`src/rtl/seg7_bcd_display.sv`:
```
// Binary-to-BCD (serial double-dabble) converter driving DIGITS active-low 7-segment digits.
// Optional macro SEG7_LEADING_ZERO_BLANK_EN blanks zero digits above the most significant non-zero digit.
module seg7_bcd_display #(
    parameter int IN_W   = 20,
    parameter int DIGITS = 4
) (
    input  logic                  i_clk,
    input  logic                  i_rst_n,
    input  logic                  i_start,
    input  logic [IN_W-1:0]       i_value,
    output logic                  o_ready,
    output logic                  o_done,
    output logic                  o_ovf,
    output logic [7*DIGITS-1:0]   o_seven
);

    localparam int ACC_W = 4*DIGITS + 4;
    localparam int SR_W  = ACC_W + IN_W;
    localparam int CNT_W = 6;
    localparam logic [6:0] DASH  = 7'b0111111;
    localparam logic [6:0] BLANK = 7'b1111111;

    function automatic logic [63:0] pow10(input int n);
        logic [63:0] r;
        r = 64'd1;
        for (int i = 0; i < n; i++) r = r * 64'd10;
        return r;
    endfunction

    localparam logic [63:0] LIMIT = pow10(DIGITS);

    function automatic logic [6:0] seg_of(input logic [3:0] d);
        case (d)
            4'd0:    seg_of = 7'b1000000;
            4'd1:    seg_of = 7'b1111001;
            4'd2:    seg_of = 7'b0100100;
            4'd3:    seg_of = 7'b0110000;
            4'd4:    seg_of = 7'b0011001;
            4'd5:    seg_of = 7'b0010010;
            4'd6:    seg_of = 7'b0000010;
            4'd7:    seg_of = 7'b1011000;
            4'd8:    seg_of = 7'b0000000;
            4'd9:    seg_of = 7'b0010000;
            default: seg_of = DASH;
        endcase
    endfunction

    typedef enum logic [1:0] {IDLE, SHIFT, DONE} state_t;

    state_t              state;
    logic [SR_W-1:0]     sr;
    logic [SR_W-1:0]     dab;
    logic [SR_W-1:0]     sr_next;
    logic [CNT_W-1:0]    cnt;
    logic                ovf_pending;
    logic                disp_ovf;
    logic [3:0]          nib;
    logic [7*DIGITS-1:0] seven_next;
`ifdef SEG7_LEADING_ZERO_BLANK_EN
    logic                blank_run;
`endif

    // One double-dabble step over every nibble, including the spare top one.
    always_comb begin
        dab = sr;
        for (int d = 0; d < DIGITS + 1; d++) begin
            if (dab[IN_W+4*d +: 4] >= 4'd5)
                dab[IN_W+4*d +: 4] = dab[IN_W+4*d +: 4] + 4'd3;
        end
        sr_next = dab << 1;
    end

    // The spare nibble only catches part of an overflow, so the latched compare is authoritative.
    always_comb begin
        disp_ovf   = ovf_pending || (sr[SR_W-1 -: 4] != 4'd0);
        seven_next = '0;
        nib        = 4'd0;
`ifdef SEG7_LEADING_ZERO_BLANK_EN
        blank_run  = 1'b1;
`endif
        for (int k = DIGITS - 1; k >= 0; k--) begin
            nib = sr[IN_W+4*k +: 4];
`ifdef SEG7_LEADING_ZERO_BLANK_EN
            if (nib != 4'd0 || k == 0) blank_run = 1'b0;
            seven_next[7*k +: 7] = blank_run ? BLANK : seg_of(nib);
`else
            seven_next[7*k +: 7] = seg_of(nib);
`endif
        end
    end

    always_ff @(posedge i_clk or negedge i_rst_n) begin
        if (!i_rst_n) begin
            state       <= IDLE;
            sr          <= '0;
            cnt         <= '0;
            ovf_pending <= 1'b0;
            o_ready     <= 1'b1;
            o_done      <= 1'b0;
            o_ovf       <= 1'b0;
            o_seven     <= {DIGITS{DASH}};
        end else begin
            o_done <= 1'b0;
            case (state)
                IDLE: begin
                    if (i_start) begin
                        sr          <= {{ACC_W{1'b0}}, i_value};
                        cnt         <= CNT_W'(IN_W);
                        ovf_pending <= (64'(i_value) >= LIMIT);
                        o_ready     <= 1'b0;
                        state       <= SHIFT;
                    end
                end
                SHIFT: begin
                    sr  <= sr_next;
                    cnt <= cnt - 1'b1;
                    if (cnt == CNT_W'(1)) state <= DONE;
                end
                DONE: begin
                    o_seven <= disp_ovf ? {DIGITS{DASH}} : seven_next;
                    o_ovf   <= disp_ovf;
                    o_done  <= 1'b1;
                    o_ready <= 1'b1;
                    state   <= IDLE;
                end
                default: begin
                    o_ready <= 1'b1;
                    state   <= IDLE;
                end
            endcase
        end
    end

endmodule

```
`config.mk`:
```
export PLATFORM = sky130hd
export DESIGN_NAME = seg7_bcd_display
export DESIGN_NICKNAME = d
export VERILOG_FILES = /design/src/rtl/seg7_bcd_display.sv
export SDC_FILE = /design/constraint.sdc
export NUM_CORES = 1
export LEC_CHECK = 0
export CAP_MARGIN = 20
export CELL_PAD_IN_SITES_DETAIL_PLACEMENT = 1
export CELL_PAD_IN_SITES_GLOBAL_PLACEMENT = 2
export CORE_MARGIN = 2
export CORE_UTILIZATION = 39
export CTS_BUF_LIST = sky130_fd_sc_hd__clkbuf_4
export DETAILED_ROUTE_END_ITERATION = 7
export HOLD_SLACK_MARGIN = 0.08
export PLACE_DENSITY_LB_ADDON = 0.1
export SLEW_MARGIN = 40
export SYNTH_ARGS = -nofsm -noshare
export SYNTH_HDL_FRONTEND = slang
export SYNTH_SLANG_ARGS = --single-unit
```
`constraint.sdc`:
```
create_clock -name i_clk -period 4.05 [get_ports i_clk]
set_clock_uncertainty 0.2 [all_clocks]
set_input_delay 0.81 -clock i_clk [delete_from_list [all_inputs] [get_ports i_clk]]
set_output_delay 0.81 -clock i_clk [all_outputs]
set_load 0.02 [all_outputs]
```
==> impl_metrics.env, run 1 <==
export IMPL_wl_mm=10.1
export IMPL_dieArea_mm2=0.0117
export IMPL_drtIter0Drc=149
export IMPL_drive_gt1_share_pct=11.0
export IMPL_vias_per_cell=5.30
export IMPL_rsz0062_at_grt="false"
export IMPL_slew_headroom_pct=54.5
export IMPL_status="finished, final reports clean"
export IMPL_port_buffers=53
export IMPL_die_y_um=108
export IMPL_hold_viol_final=0
export IMPL_cpPeakStageDelay_ps=610
export IMPL_critPathRequiredTime_ps=3040
export IMPL_clkLatencyLatePin_ps=440
export IMPL_io_pins=54
export IMPL_dp_hpwl_mm=6.85
export IMPL_fin_nets=538
export IMPL_synth_xor_area_share_pct=1.04
export IMPL_synth_compound_area_share_pct=17.4
export IMPL_grt_use_total_pct=18.5
export IMPL_setup_tns_ps=0
export IMPL_muxShareOfSynthArea_pct=1.18
export IMPL_arrival_ps=1600
export IMPL_powerDensity_mw_per_mm2=798
export IMPL_synth_edff_count=0
export IMPL_num_antenna_cells=0
export IMPL_synth_area_top_cells="dfrtp_1 (33%), dfstp_2 (16%), ha_1 (8.6%)"
export IMPL_path_clk_slew_ps=120
export IMPL_grt_pass1_vias=3411
export IMPL_rrSetupSlack_ps=1990
export IMPL_num_vias=3342
export IMPL_cts_setup_buffers=0
export IMPL_start_util_pct=39.5
export IMPL_ctsHoldBuffers=0
export IMPL_criticalPathCategory="reg2out"
export IMPL_slew_viol_final=0
export IMPL_tightest_slew_ps=683
export IMPL_cp_start_kind="flop"
export IMPL_synth_top_family_by_area="simple AND/OR/NAND/NOR gates"
export IMPL_root_buffer="clkbuf_4"
export IMPL_synth_distinct_cells=42
export IMPL_postRouteAntennaNets=0
export IMPL_grt_pass1_wl_mm=16.9
export IMPL_critPathCaptureType="output port"
export IMPL_ys_warn_count=0
export IMPL_overflow=0
export IMPL_drc_errors=0
export IMPL_critPathTopFamily="buffers and inverters"
export IMPL_peakVddDrop_uv=302
export IMPL_cp_max_fo=2
export IMPL_synthAdderAreaFrac_pct=8.58
export IMPL_antenna_found_initial=0
export IMPL_p_leak_nw=2.22
export IMPL_post_route_min_period_ps=2610
export IMPL_crit_chain="clkdlybuf4s50_1"
export IMPL_final_setup_viol_count=0
export IMPL_yosys_area_share_simple_pct=19.0
export IMPL_die_w_um=108
export IMPL_finalPower_mw=4.01
export IMPL_routedWlPerCell_um=15.9
export IMPL_grt_max_degree=73
export IMPL_yosysTopAreaCell="dfrtp_1"
export IMPL_cp_num_buf_inv=1
export IMPL_max_freq_mhz=383
export IMPL_synth_top_flop_cell="dfrtp_1"
export IMPL_cts_buffer_depth=2
export IMPL_synth_ff_latch_count=80
export IMPL_drv_cap=0
export IMPL_synthCells=444
export IMPL_finalCritPeriodShare_pct=64.5
export IMPL_synthToLayoutAreaGrowth_pct=19.0
export IMPL_cts_tree="yes"
export IMPL_syn_num_nets=496
export IMPL_synth_top_area_share_pct=32.6
export IMPL_synth_area_mm2=0.00423
export IMPL_htreeDepth=3
export IMPL_ys_seq_area_share_pct=48.1
export IMPL_place_gp_congestion=0.764
export IMPL_cts_buffers=9
export IMPL_std_cell_rows=38
export IMPL_cts_sinks=80
export IMPL_hold_path_class="in2async"
export IMPL_ys_async_sr_fraction_pct=100
export IMPL_core_area_mm2=0.0107
export IMPL_syn_area_per_cell_um2=9.52
export IMPL_drtPass1Iterations=4
export IMPL_crit_path_top_delay_cell="clkdlybuf4s50_1"
export IMPL_cts_resized=0
-- synthesized netlist by cell type (3+ instances only) --
library cell / instances
a211oi_1: 3
a21oi_1: 25
a22oi_1: 22
a31oi_1: 4
buf_1: 3
buf_2: 3
clkbuf_1: 21
dfrtp_1: 55
dfstp_2: 25
ha_1: 29
inv_1: 22
mux2i_1: 5
nand2_1: 66
nand2_4: 3
nand2b_1: 9
nand3_1: 21
nand3b_1: 3
nor2_1: 33
nor2b_1: 4
nor3_1: 4
nor3b_1: 9
o21ai_0: 26
o22a_1: 13
o311ai_0: 4
o41ai_1: 4
or3_1: 5
xnor2_1: 5
-- final cells by class --
| cell class | instances | area, um^2 |
|---|---|---|
| Clock buffer | 11 | 82.6 |
| Clock inverter | 5 | 71.3 |
| Fill cell | 1236 | 5670 |
| Inverter | 22 | 82.6 |
| Multi-Input combinational cell | 314 | 2010 |
| Sequential cell | 80 | 2030 |
| Tap cell | 140 | 175 |
| Timing Repair Buffer | 59 | 577 |
-- metal layers --
layer | GRT usage [%] | share of wire, % | routed length [um]
met1 | 24.0 | 48 | 4790
met2 | 30.6 | 48 | 4810
met3 | 2.59 | 2.7 | 270
met4 | 8.42 | 1.9 | 193
met5 | 0 | 0 | 0
-- where the power goes --
group	switching [mW]	internal (mW)	total [mW]
Clock	0.276	0.259	0.534
Sequential	0.381	1.22	1.60
Combinational	1.03	0.853	1.88
Total	1.69	2.33	4.01
-- flip-flops by register name, summed over array words and instances (netlist names) --
| name | count |
|---|---|
| sr | 40 |
| o_seven | 28 |
| cnt | 6 |
| state | 2 |
| o_done | 1 |
| o_ovf | 1 |
| o_ready | 1 |
| ovf_pending | 1 |
-- worst paths after layout --
path,from,end,cells past startpoint
worst max-delay path,o_seven[5],o_seven[5],1
worst min-delay path,i_rst_n,o_seven[27],1
worst max register to register,sr[36],o_seven[9],6
worst min register to register,sr[19],sr[19],2
max in group asynchronous,i_rst_n,o_seven[3],2
min in group i_clk,sr[19],sr[19],2
-- layout by cell type (no fill, tap or decap), types with 6 or more instances in the layout --
cell type | synthesis | layout
nand2_1 | 66 | 66
dfrtp_1 | 55 | 55
a21oi_1 | 25 | 25
a22oi_1 | 22 | 22
inv_1 | 22 | 21
clkdlybuf4s50_1 | 0 | 52
o22a_1 | 13 | 13
o21ai_0 | 26 | 26
clkbuf_4 | 0 | 11
dfstp_2 | 25 | 25
nor2_1 | 33 | 33
buf_4 | 0 | 6
nand3_1 | 21 | 21
ha_1 | 29 | 29
nand2b_1 | 9 | 9
nor3b_1 | 9 | 8
-- per-stage QoR --
stage	hold slack, ps	cell area, um^2	cells	worst slack [ps]	utilization (%)
5_1_grt	202	5030	631	1380	47.0
3_5_place_dp	268	4880	615	1300	45.6
6_report	170	5030	631	1440	47.0
4_1_cts	175	5030	631	1400	47.0
2_1_floorplan	246	4230	444	1930	-
3_3_place_gp	260	4870	615	1340	45.5
-- logic make-up (layout without fill, tap and decap cells) --
kind of cell | after synthesis | count (layout)
AO/OA/AOI/OAI | 111 | 111
XOR/XNOR | 5 | 5
adder cells (fa/ha/maj) | 29 | 29
buffers and inverters | 50 | 97
flip-flops | 80 | 80
multiplexers | 5 | 5
AND/OR/NAND/NOR | 164 | 164
Power figures use the tool's default switching activity.
==> inputs of run 2 (changes only) <==
--- a/config.mk
+++ b/config.mk
@@ -9,7 +9,7 @@
 export CELL_PAD_IN_SITES_DETAIL_PLACEMENT = 1
 export CELL_PAD_IN_SITES_GLOBAL_PLACEMENT = 2
 export CORE_MARGIN = 2
-export CORE_UTILIZATION = 39
+export CORE_UTILIZATION = 36
 export CTS_BUF_LIST = sky130_fd_sc_hd__clkbuf_4
 export DETAILED_ROUTE_END_ITERATION = 7
 export HOLD_SLACK_MARGIN = 0.08
==> constraint.sdc (replaced) <==
create_clock -name i_clk -period 2.68 [get_ports i_clk]
set_clock_uncertainty 0.2 [all_clocks]
set_input_delay 0.536 -clock i_clk [delete_from_list [all_inputs] [get_ports i_clk]]
set_output_delay 0.536 -clock i_clk [all_outputs]
set_load 0.02 [all_outputs]
==> impl_metrics.env, run 2 (synthesized netlist as in run 1, its figures left out) <==
export IMPL_final_setup_viol_count=0
export IMPL_path_clk_slew_ps=130
export IMPL_port_buffers=53
export IMPL_grt_pass1_vias=3404
export IMPL_overflow=0
export IMPL_core_area_mm2=0.0114
export IMPL_reg_top3="sr x40, o_seven x28, cnt x6"
export IMPL_powerDensity_mw_per_mm2=1170
export IMPL_post_route_min_period_ps=2330
export IMPL_root_buffer="clkbuf_4"
export IMPL_finalCritPeriodShare_pct=87.0
export IMPL_tightest_slew_ps=688
export IMPL_htreeDepth=3
export IMPL_die_w_um=112
export IMPL_io_pins=54
export IMPL_drtPass1Iterations=4
export IMPL_dieArea_mm2=0.0126
export IMPL_fin_nets=542
export IMPL_postRouteAntennaNets=0
export IMPL_slew_viol_final=0
export IMPL_cts_tree="yes"
export IMPL_status="finished, final reports clean"
export IMPL_cp_max_fo=2
export IMPL_largest_reg_flops=40
export IMPL_crit_chain="clkdlybuf4s50_1"
export IMPL_layout_commonest_cell="nand2_1"
export IMPL_cp_start_kind="flop"
export IMPL_start_util_pct=37.0
export IMPL_cts_buffer_depth=2
export IMPL_num_antenna_cells=0
export IMPL_drc_errors=0
export IMPL_arrival_ps=1600
export IMPL_mostFrequentLayoutCells="nand2_1 (66), dfrtp_1 (55), clkdlybuf4s50_1 (52)"
export IMPL_rsz0062_at_grt="false"
export IMPL_std_cell_rows=39
export IMPL_finalPower_mw=5.87
export IMPL_hold_viol_final=0
export IMPL_max_flop_register="sr"
export IMPL_vias_per_cell=5.21
export IMPL_grt_use_total_pct=16.6
export IMPL_critPathCaptureType="output port"
export IMPL_synthToLayoutAreaGrowth_pct=18.9
export IMPL_hold_path_class="reg2reg"
export IMPL_place_gp_congestion=0.791
export IMPL_routedWlPerCell_um=15.4
export IMPL_grt_max_degree=50
export IMPL_p_leak_nw=2.21
export IMPL_cpPeakStageDelay_ps=610
export IMPL_max_freq_mhz=429
export IMPL_critPathTopFamily="buffers and inverters"
export IMPL_ctsHoldBuffers=1
export IMPL_drv_cap=0
export IMPL_peakVddDrop_uv=526
export IMPL_cts_setup_buffers=0
export IMPL_crit_path_top_delay_cell="clkdlybuf4s50_1"
export IMPL_n_fill_cell=1338
export IMPL_setup_tns_ps=0
export IMPL_cts_sinks=80
export IMPL_cts_resized=0
export IMPL_criticalPathCategory="reg2out"
export IMPL_worst_slack_ps=347
export IMPL_critPathRequiredTime_ps=1940
export IMPL_cp_num_buf_inv=1
export IMPL_pre_cts_slack_ps=331
export IMPL_drtIter0Drc=141
export IMPL_clkLatencyLatePin_ps=450
export IMPL_num_vias=3325
export IMPL_grt_pass1_wl_mm=16.8
export IMPL_cts_buffers=9
export IMPL_antenna_found_initial=0
export IMPL_wl_mm=9.80
export IMPL_drive_gt1_share_pct=11.5
export IMPL_die_y_um=112
export IMPL_slew_headroom_pct=53.9
export IMPL_dp_hpwl_mm=6.88
-- run 2: metrics by stage --
stage               util (%)  instances  hold slack, ps  area (um^2)
floorplan                  -        444            40.4         4230
global placement        43.0        621             262         4910
detailed placement      43.0        621             267         4910
CTS                     44.0        638             292         5030
global route            44.0        638             314         5030
finish                  44.0        638             284         5030
-- run 2: final cells by class --
class / instances / area (um^2) / share of cell area (%)
sequential: 80 / 2030 / 40.4
multi-input combinational: 314 / 2000 / 39.8
timing repair buffer: 63 / 618 / 12.3
tap: 143 / 179 / 3.56
clock buffer: 14 / 105 / 2.09
inverter: 22 / 82.6 / 1.64
clock inverter: 2 / 7.51 / 0.149
-- run 2: worst paths after layout --
kind	endpoint	slack, ps	from	cells after the start
hold / removal	sr[20]	280	sr[19]	2
hold reg to reg	sr[20]	280	sr[19]	2
setup reg to reg	o_seven[1]	570	sr[36]	6
max in group asynchronous	o_seven[21]	1240	i_rst_n	3
min in group asynchronous	sr[21]	370	i_rst_n	2
setup / recovery	o_seven[2]	350	o_seven[2]	1
-- run 2: layer usage --
metal / GRT usage, % / vias up / share of wire, %
li1: - / 1646 / -
met1: 21.7 / 1626 / 48
met2: 27.4 / 40 / 48
met3: 2.97 / 13 / 2.5
met4: 6.59 / 0 / 1.7
met5: 0 / - / 0
-- run 2: where the power goes --
group	total (mW)	leakage [nW]	switching (mW)	internal (mW)
Combinational	2.82	1.20	1.52	1.30
Sequential	2.40	0.942	0.568	1.84
Clock	0.639	0.0675	0.400	0.239
